### src/rtl/psum_requant_if.sv
// Handshake bundle between the adder tree, the requantizer and its consumer.
// Signal names keep the block-side direction suffixes of psum_requant.
interface psum_requant_if #(
    parameter int InWidth    = 20,
    parameter int OutWidth   = 8,
    parameter int ShiftWidth = 5
);
    logic                         in_valid_i;
    logic                         in_ready_o;
    logic signed [InWidth-1:0]    in_data_i;
    logic        [ShiftWidth-1:0] shift_i;
    logic                         out_valid_o;
    logic                         out_ready_i;
    logic signed [OutWidth-1:0]   out_data_o;
    logic                         out_sat_o;

    modport master (
        output in_valid_i, in_data_i, shift_i, out_ready_i,
        input  in_ready_o, out_valid_o, out_data_o, out_sat_o
    );

    modport slave (
        input  in_valid_i, in_data_i, shift_i, out_ready_i,
        output in_ready_o, out_valid_o, out_data_o, out_sat_o
    );
endinterface

### src/rtl/psum_requant.sv
// Accumulates NumAcc adder-tree sums, then applies a round-half-up arithmetic shift
// and signed saturation to OutWidth bits into a registered valid/ready output.
module psum_requant #(
    parameter int InWidth    = 20,
    parameter int NumAcc     = 4,
    parameter int OutWidth   = 8,
    parameter int ShiftWidth = 5
) (
    input  logic             clk_i,
    input  logic             rst_i,
    psum_requant_if.slave    bus
);
    localparam int AccWidth = InWidth + $clog2(NumAcc);
    localparam int CntWidth = (NumAcc > 1) ? $clog2(NumAcc) : 1;
    localparam int CmpWidth = ((AccWidth + 1 > OutWidth) ? AccWidth + 1 : OutWidth) + 1;
    localparam int unsigned MaxShift = AccWidth - 1;
    localparam logic [CntWidth-1:0] LastCnt = CntWidth'(NumAcc - 1);
    localparam logic signed [CmpWidth-1:0] OutMax = CmpWidth'((64'sd1 <<< (OutWidth - 1)) - 64'sd1);
    localparam logic signed [CmpWidth-1:0] OutMin = CmpWidth'(-(64'sd1 <<< (OutWidth - 1)));

    // Returns {sat, data}; the compare width leaves room for the rounding carry.
    function automatic logic [OutWidth:0] requant(input logic signed [AccWidth-1:0] total,
                                                  input logic [ShiftWidth-1:0] shift);
        int unsigned                 sh;
        logic signed [CmpWidth-1:0]  rnd;
        logic signed [CmpWidth-1:0]  wide;
        logic signed [CmpWidth-1:0]  r;
        sh   = (32'(shift) > MaxShift) ? MaxShift : 32'(shift);
        rnd  = (sh > 32'd0) ? ({{(CmpWidth-1){1'b0}}, 1'b1} <<< (sh - 32'd1)) : '0;
        wide = CmpWidth'(total) + rnd;
        r    = wide >>> sh;
        if (r > OutMax) begin
            return {1'b1, OutMax[OutWidth-1:0]};
        end else if (r < OutMin) begin
            return {1'b1, OutMin[OutWidth-1:0]};
        end else begin
            return {1'b0, r[OutWidth-1:0]};
        end
    endfunction

    logic [CntWidth-1:0]          cnt_q, cnt_d;
    logic signed [AccWidth-1:0]   acc_q, acc_d;
    logic [ShiftWidth-1:0]        shift_q, shift_d;
    logic                         out_valid_q, out_valid_d;
    logic signed [OutWidth-1:0]   out_data_q, out_data_d;
    logic                         out_sat_q, out_sat_d;

    logic                         last_beat_s;
    logic                         in_ready_s;
    logic                         accept_s;
    logic                         first_beat_s;
    logic signed [AccWidth-1:0]   in_ext_s;
    logic signed [AccWidth-1:0]   total_s;
    logic [ShiftWidth-1:0]        shift_eff_s;
    logic [OutWidth:0]            result_s;

    // Handshake decode, accumulation datapath and next-state selection.
    always_comb begin
        last_beat_s  = (cnt_q == LastCnt);
        first_beat_s = (cnt_q == '0);
        in_ready_s   = !(last_beat_s && out_valid_q && !bus.out_ready_i);
        accept_s     = bus.in_valid_i && in_ready_s;
        in_ext_s     = AccWidth'(bus.in_data_i);
        // With NumAcc == 1 every beat is both first and last, so shift_i is used directly.
        shift_eff_s  = first_beat_s ? bus.shift_i : shift_q;
        total_s      = first_beat_s ? in_ext_s : (acc_q + in_ext_s);
        result_s     = requant(total_s, shift_eff_s);

        cnt_d       = cnt_q;
        acc_d       = acc_q;
        shift_d     = shift_q;
        out_valid_d = out_valid_q;
        out_data_d  = out_data_q;
        out_sat_d   = out_sat_q;

        if (accept_s) begin
            cnt_d   = last_beat_s ? '0 : (cnt_q + CntWidth'(1'b1));
            acc_d   = total_s;
            shift_d = shift_eff_s;
        end else begin
            cnt_d   = cnt_q;
            acc_d   = acc_q;
            shift_d = shift_q;
        end

        if (accept_s && last_beat_s) begin
            out_valid_d = 1'b1;
            out_data_d  = result_s[OutWidth-1:0];
            out_sat_d   = result_s[OutWidth];
        end else if (bus.out_ready_i) begin
            out_valid_d = 1'b0;
        end else begin
            out_valid_d = out_valid_q;
        end
    end

    // State and output registers.
    always_ff @(posedge clk_i or posedge rst_i) begin
        if (rst_i) begin
            cnt_q       <= '0;
            acc_q       <= '0;
            shift_q     <= '0;
            out_valid_q <= 1'b0;
            out_data_q  <= '0;
            out_sat_q   <= 1'b0;
        end else begin
            cnt_q       <= cnt_d;
            acc_q       <= acc_d;
            shift_q     <= shift_d;
            out_valid_q <= out_valid_d;
            out_data_q  <= out_data_d;
            out_sat_q   <= out_sat_d;
        end
    end

    assign bus.in_ready_o  = in_ready_s;
    assign bus.out_valid_o = out_valid_q;
    assign bus.out_data_o  = out_data_q;
    assign bus.out_sat_o   = out_sat_q;
endmodule

### src/flat_wrapper.sv
// flat-port wrapper written by rule: the top's interface ports become plain ports
module psum_requant_flat 
#(
    parameter int InWidth    = 20,
    parameter int NumAcc     = 4,
    parameter int OutWidth   = 8,
    parameter int ShiftWidth = 5
)
  (clk_i, rst_i, bus_in_valid_i, bus_in_data_i, bus_shift_i, bus_out_ready_i, bus_in_ready_o, bus_out_valid_o, bus_out_data_o, bus_out_sat_o);
  psum_requant_if #(.InWidth(InWidth), .OutWidth(OutWidth), .ShiftWidth(ShiftWidth)) bus_i ();
  input  logic clk_i;
  input  logic rst_i;
  input wire logic [$bits(bus_i.in_valid_i)-1:0] bus_in_valid_i;
  input wire logic [$bits(bus_i.in_data_i)-1:0] bus_in_data_i;
  input wire logic [$bits(bus_i.shift_i)-1:0] bus_shift_i;
  input wire logic [$bits(bus_i.out_ready_i)-1:0] bus_out_ready_i;
  output wire logic [$bits(bus_i.in_ready_o)-1:0] bus_in_ready_o;
  output wire logic [$bits(bus_i.out_valid_o)-1:0] bus_out_valid_o;
  output wire logic [$bits(bus_i.out_data_o)-1:0] bus_out_data_o;
  output wire logic [$bits(bus_i.out_sat_o)-1:0] bus_out_sat_o;
  assign bus_i.in_valid_i = bus_in_valid_i;
  assign bus_i.in_data_i = bus_in_data_i;
  assign bus_i.shift_i = bus_shift_i;
  assign bus_i.out_ready_i = bus_out_ready_i;
  assign bus_in_ready_o = bus_i.in_ready_o;
  assign bus_out_valid_o = bus_i.out_valid_o;
  assign bus_out_data_o = bus_i.out_data_o;
  assign bus_out_sat_o = bus_i.out_sat_o;
  psum_requant #(.InWidth(InWidth), .NumAcc(NumAcc), .OutWidth(OutWidth), .ShiftWidth(ShiftWidth)) u_core (.clk_i(clk_i), .rst_i(rst_i), .bus(bus_i));
endmodule
### config.mk
export PLATFORM = sky130hd
export DESIGN_NAME = psum_requant_flat
export DESIGN_NICKNAME = d
export VERILOG_FILES = /design/src/rtl/psum_requant_if.sv /design/src/rtl/psum_requant.sv /design/src/flat_wrapper.sv
export SDC_FILE = /design/constraint.sdc
export NUM_CORES = 1
export LEC_CHECK = 0
export CAP_MARGIN = 0
export CORE_ASPECT_RATIO = 0.75
export CORE_MARGIN = 2
export CORE_UTILIZATION = 42
export CTS_CLUSTER_DIAMETER = 40
export CTS_CLUSTER_SIZE = 25
export DETAILED_ROUTE_END_ITERATION = 6
export SYNTH_ARGS = -nofsm -noshare
export SYNTH_HDL_FRONTEND = slang
export SYNTH_SLANG_ARGS = --single-unit
export TNS_END_PERCENT = 5
### constraint.sdc
create_clock -name clk_i -period 6.9 [get_ports clk_i]
set_input_delay 1.38 -clock clk_i [delete_from_list [all_inputs] [get_ports clk_i]]
set_output_delay 1.38 -clock clk_i [all_outputs]
set_load 0.05 [all_outputs]
# After elaboration in Yosys (flattened, before gate mapping)
# Cells that the tools add are included.
classes:
  add_sub_neg: 4
  order_cmp: 4
  n_eq_ne: 1
  shifts: 2
  mux: 9
  reduce_logical: 8
op_table:
  columns: ["op", "n"]
  rows:
  - ["$gt A32 B1 Y1 const B", 1]
  - ["$sshl A1 B32 Y24 const A", 1]
  - ["$sshr A24 B32 Y24", 1]
  - ["$sub A32 B1 Y32 const B", 1]
  - ["$add A22 B24 Y24", 1]
  - ["$gt A24 B8 Y1 const B", 1]
  - ["$lt A24 B8 Y1 const B", 1]
  - ["$mux W24", 1]
  - ["$add A22 B20 Y22", 1]
  - ["$mux W22", 1]
  - ["$mux W9", 2]
  - ["$mux W5", 2]
  - ["$gt A5 B5 Y1 const B", 1]
  - ["$logic_and A1 B1 Y1", 4]
  - ["$add A2 B1 Y2 const B", 1]
  - ["$eq A2 B2 Y1 const B", 1]
  - ["$logic_not A1 Y1", 2]
  - ["$logic_not A2 Y1", 1]
  - ["$mux W1", 2]
  - ["$mux W2", 1]
  - ["$reduce_bool A2 Y1", 1]
totals:
  regBits: 39
  inputBits: 29
  output_inout_bits: 11
  word_cells: 34

# Longest topological paths before layout
logic_depth:
  depth_word: 12
  ltp_mapped: 34
  depth_no_buf: 30

# Worst setup path after synthesis
# No wires, ideal clock.
synth_path:
  kind: "input-to-reg"
  start: "in bus_shift_i[4]"
  end: "reg u_core.out_data_q[1], in the netlist u_core.bus.out_data_o[1]"
  t_arrival_ns: 7.382
  required_ns: 6.754
  path_slack_ns: -0.628
  cell_stages: 30
  n_path_buf: 5
  cell_sequence: "mux2_2 -> inv_1 -> buf_4 -> o31a_1 -> inv_2 -> buf_2 -> buf_6 -> ha_1 -> or4_1 -> a31oi_1 -> nand2_1 -> nor2_1 -> nand2_1 -> nor2_1 -> ha_1 -> buf_2 -> nand2_1 -> a211oi_1 -> a211oi_1 -> or4_1 -> a21oi_2 -> o211a_2 -> nor3_2 -> or2_1 -> buf_6 -> a21o_1 -> o41ai_2 -> nand4_2 -> a211oi_4 -> a311oi_1"
synth_between:
  elab_chain_len: 11
synth_rtl:
  columns: ["element", "line_no", "rtl"]
  rows:
  - ["from (decl)", "flat_wrapper.sv:15", "input wire logic [$bits(bus_i.shift_i)-1:0] bus_shift_i;"]
  - ["$mux W5 (*)", "psum_requant.sv:65", "shift_eff_s = first_beat_s ? bus.shift_i : shift_q;"]
  - ["$gt A5 B5 Y1", "psum_requant.sv:28", "sh = (32'(shift) > MaxShift) ? MaxShift : 32'(shift);"]
  - ["$mux W5 (*)", "psum_requant.sv:28", null]
  - ["$sub A32 B1 Y32", "psum_requant.sv:29", "rnd = (sh > 32'd0) ? ({{(CmpWidth-1){1'b0}}, 1'b1} <<< (sh - 32'd1)) : '0;"]
  - ["$sshl A1 B32 Y24", "psum_requant.sv:29", null]
  - ["$mux W24", "psum_requant.sv:29", null]
  - ["$add A22 B24 Y24", "psum_requant.sv:30", "wide = CmpWidth'(total) + rnd;"]
  - ["$sshr A24 B32 Y24 (*)", "psum_requant.sv:31", "r = wide >>> sh;"]
  - ["$lt A24 B8 Y1", "psum_requant.sv:34", "end else if (r < OutMin) begin"]
  - ["$mux W9", "psum_requant.sv:34", null]
  - ["$mux W9 (*)", "psum_requant.sv:32", "if (r > OutMax) begin"]
  - ["to (signal assigned)", "psum_requant.sv:111", "out_data_q <= out_data_d;"]
  - ["to (decl)", "psum_requant.sv:45", "logic signed [OutWidth-1:0] out_data_q, out_data_d;"]
# Every way passes the cells marked *; elsewhere a longest branch is shown, timed or not.
# A chain may end at the register's enable or synchronous reset.

# Worst setup path after layout
layout_path:
  start: "in bus_in_data_i[0]"
  end: "reg u_core.out_data_q[3], in the netlist u_core.bus.out_data_o[3]"
layout_between:
  elab_chain_len: 7
layout_rtl:
  columns: ["element", "line_no", "rtl"]
  rows:
  - ["from (decl)", "flat_wrapper.sv:14", "input wire logic [$bits(bus_i.in_data_i)-1:0] bus_in_data_i;"]
  - ["$add A22 B20 Y22 (*)", "psum_requant.sv:66", "total_s = first_beat_s ? in_ext_s : (acc_q + in_ext_s);"]
  - ["$mux W22 (*)", "psum_requant.sv:66", null]
  - ["named net u_core.total_s[14]", "psum_requant.sv:53", "logic signed [AccWidth-1:0] total_s;"]
  - ["$add A22 B24 Y24 (*)", "psum_requant.sv:30", null]
  - ["$sshr A24 B32 Y24 (*)", "psum_requant.sv:31", null]
  - ["$lt A24 B8 Y1", "psum_requant.sv:34", null]
  - ["$mux W9", "psum_requant.sv:34", null]
  - ["$mux W9 (*)", "psum_requant.sv:32", null]
# The timed path passes the listed nets; every way through them passes the cells marked *.

==> flow_metrics.py <==
metrics = {
    "route": {
        "post_drt_wl_per_cell_microns": 18.1,
        "antenna_left": 0,
        "firstDrtPassIters": 6,
        "drt_iter0_markers": 648,
        "routed_wl_mm": 23.5,
        "num_vias": 7585,
        "drc": 0,
        "viasPerCell": 5.85,
    },
    "status": {
        "failed_checks": "setup timing",
        "status": "finished with violations",
    },
    "clock_tree": {
        "clk_pin_slew_ns": 0.06,
        "cts_max_level": 2,
        "cts_tree": "done",
        "clock_sinks": 39,
        "cts_buffers": 5,
        "clock_path_buffers": 2,
        "clock_latency_ns": 0.30,
        "root_buffer": "clkbuf_16",
    },
    "timing": {
        "rsz0062_at_grt": "true",
        "timing.final.hold_violations": 0,
        "period_share": 1.04,
        "finClkSkew_ns": 0.00664,
        "setup_ws_ns": -0.265,
        "maxClockFrequency_mhz": 140,
        "fin_setup_tns_ns": -2.00,
        "period_minus_slack_ns": 7.17,
        "whs_ns": 0.484,
        "slew_headroom": 0.471,
        "final-setup-viol-count": 8,
        "slew_viol_final": 0,
        "tightestPinTransition_ns": 0.792,
    },
    "setup_path": {
        "critPathCaptureType": "register",
        "cp.arrival_ns": 7.33,
        "slowest_delay_ns": 0.52,
        "start_kind": "input port",
        "cpMaxStageDelayCell": "or4_4",
        "worstPathMaxFanout": 7,
        "criticalPathCategory": "in -> reg",
        "cp_common_cell": "o21ai_2",
        "cp.required_ns": 7.06,
    },
    "place": {
        "hpwl_mm": 18.3,
        "detailedPlace.worstSlack_ns": -1.47,
        "gp_congestion": 1.02,
        "place_area_sq_mm": 0.00823,
        "numPortBuffers": 39,
    },
    "synth": {
        "synth_edf_count": 0,
        "synthFlopType": "dfrtp_1",
        "async_flop_share": 1.00,
        "ys_ff_latch": 39,
        "ys_seq_area_frac": 0.159,
        "ys_warn_count": 0,
        "syn-num-nets": 924,
        "synth_top_cell_area_share": 0.159,
        "netlist_area_sq_mm": 0.00612,
        "synthTopCellsByArea": "dfrtp_1 16%, ha_1 10%, nand2_1 8.4%",
        "synth_top_cell_by_area": "dfrtp_1",
        "syn_inst": 844,
        "synthMostInstantiatedCell": "nand2_1",
        "avgSynthCellArea_sq_um": 7.25,
        "synthTopCellsByCount": "137 x nand2_1, 88 x nor2_1, 67 x o21ai_0, 62 x a21oi_1, 49 x ha_1",
        "synth_cell_types": 92,
    },
    "final_layout": {
        "antenna_cells": 0,
        "final_nets": 1175,
        "final_layout_size_suffix_gt1_frac": 0.346,
        "synthToLayoutAreaGrowth_pct": 47.9,
        "n_fill_cell": 1258,
        "final_cell_area_sq_mm": 0.00905,
    },
    "floorplan": {
        "fp.dieW_microns": 143,
        "rows": 38,
        "fp.dieArea_sq_mm": 0.0156,
        "core_sq_mm": 0.0144,
        "io_pins": 40,
        "die_y_microns": 109,
        "initial_core_util": 0.426,
    },
    "grt": {
        "grt_pass1_wl_mm": 37.5,
        "gr-total-overflow": 0,
        "grt_max_degree": 32,
        "grt_pass1_vias": 7181,
        "grt_usage": 0.304,
        "antenna_found_initial": 0,
    },
    "job": {
        "maxCapViolCount": 0,
    },
    "worst_hold_path": {
        "hold_path_class": "reg -> reg",
    },
}
==> per-layer routing <==
metal,GRT usage,vias up,wire length (microns)
met5,0,-,0
li1,-,3657,-
met1,0.451,3564,11200
met4,0.0707,0,464
met2,0.443,322,9570
met3,0.0700,42,2260
==> per-stage QoR <==
step | utilization | instances
final | 0.630 | 1296
after detailed placement | 0.573 | 1252
after global placement | 0.573 | 1252
after floorplan | - | 844
after global routing | 0.630 | 1296
after CTS | 0.614 | 1290
==> final timing paths <==
check | cells after the start | endpoint | from | slack (ns)
worst max-delay path | 32 | u_core.bus.out_data_o[3] | bus_in_data_i[0] | -0.27
worst min register to register | 2 | u_core.bus.out_data_o[7] | u_core.bus.out_data_o[7] | 0.48
worst max register to register | 31 | u_core.bus.out_data_o[3] | u_core.cnt_q[0] | 0.22
min in group asynchronous | 2 | u_core.acc_q[12] | rst_i | 1.47
worst min-delay path | 2 | u_core.bus.out_data_o[7] | u_core.bus.out_data_o[7] | 0.48
max in group asynchronous | 3 | u_core.bus.out_data_o[2] | rst_i | 4.65
==> layout make-up <==
type	count	area, sq um	share of cell area
Timing Repair Buffer	285	2270	0.250
Inverter	23	86.3	0.00954
Sequential cell	39	976	0.108
Multi-Input combinational cell	741	5300	0.585
Clock buffer	6	139	0.0153
Tap cell	200	250	0.0276
Clock inverter	2	35.0	0.00387
==> registers in the layout, summed over array words and instances, names as in the netlist <==
register and count:
u_core.bus.out_valid_o 1, u_core.shift_q 5, u_core.bus.out_sat_o 1, u_core.acc_q 22, u_core.bus.out_data_o 8, u_core.cnt_q 2
==> logic make-up after synthesis <==
logic type	Yosys count	share of synthesized area
AO/OA/AOI/OAI	308	0.348
XOR/XNOR	33	0.0472
adder cells (fa/ha/maj)	51	0.107
buffers and inverters	64	0.0503
flip-flops	39	0.159
multiplexers	29	0.0503
AND/OR/NAND/NOR	320	0.239
==> worst max-delay path, delay by kind of cell <==
family                   cells  cell delay [ns]
AO/OA/AOI/OAI               19             3.17
AND/OR/NAND/NOR              5             1.33
adder cells (fa/ha/maj)      3             0.81
buffers and inverters        4             0.49
XOR/XNOR                     1             0.14
==> timing repair <==
action / CTS / global route
gates resized for setup: 61 / 49
hold buffers: 0 / 0
cloned: 0 / 0
pin swaps: 53 / 45
buffers inserted: 30 / 6
endpoints found under the setup margin: 9 / 8
==> placed cells by master (no fill, tap or decap), types with 5 or more instances in the layout <==
cell	n
buf_4	241
nand2_1	133
nor2_1	82
a21oi_1	55
o21ai_0	47
dfrtp_1	39
ha_1	38
clkdlybuf4s50_1	31
inv_1	20
xnor2_1	20
o21ai_1	19
o211ai_1	17
nand4_1	15
a211oi_1	15
mux2i_1	15
a211oi_2	14
a21o_1	13
nand3_1	12
mux2_2	12
nor3_1	11
xor2_1	11
o21a_1	10
o21ai_2	9
nor2_2	8
a31oi_1	7
o22ai_1	7
o31ai_1	7
nand2b_1	6
ha_4	6
buf_6	6
a21oi_2	5
or3_1	5
o221ai_1	5
ha_2	5
clkbuf_16	5
Power is not shown: default switching activity piles up to over one toggle a cycle in this logic, so the estimate is an artifact.
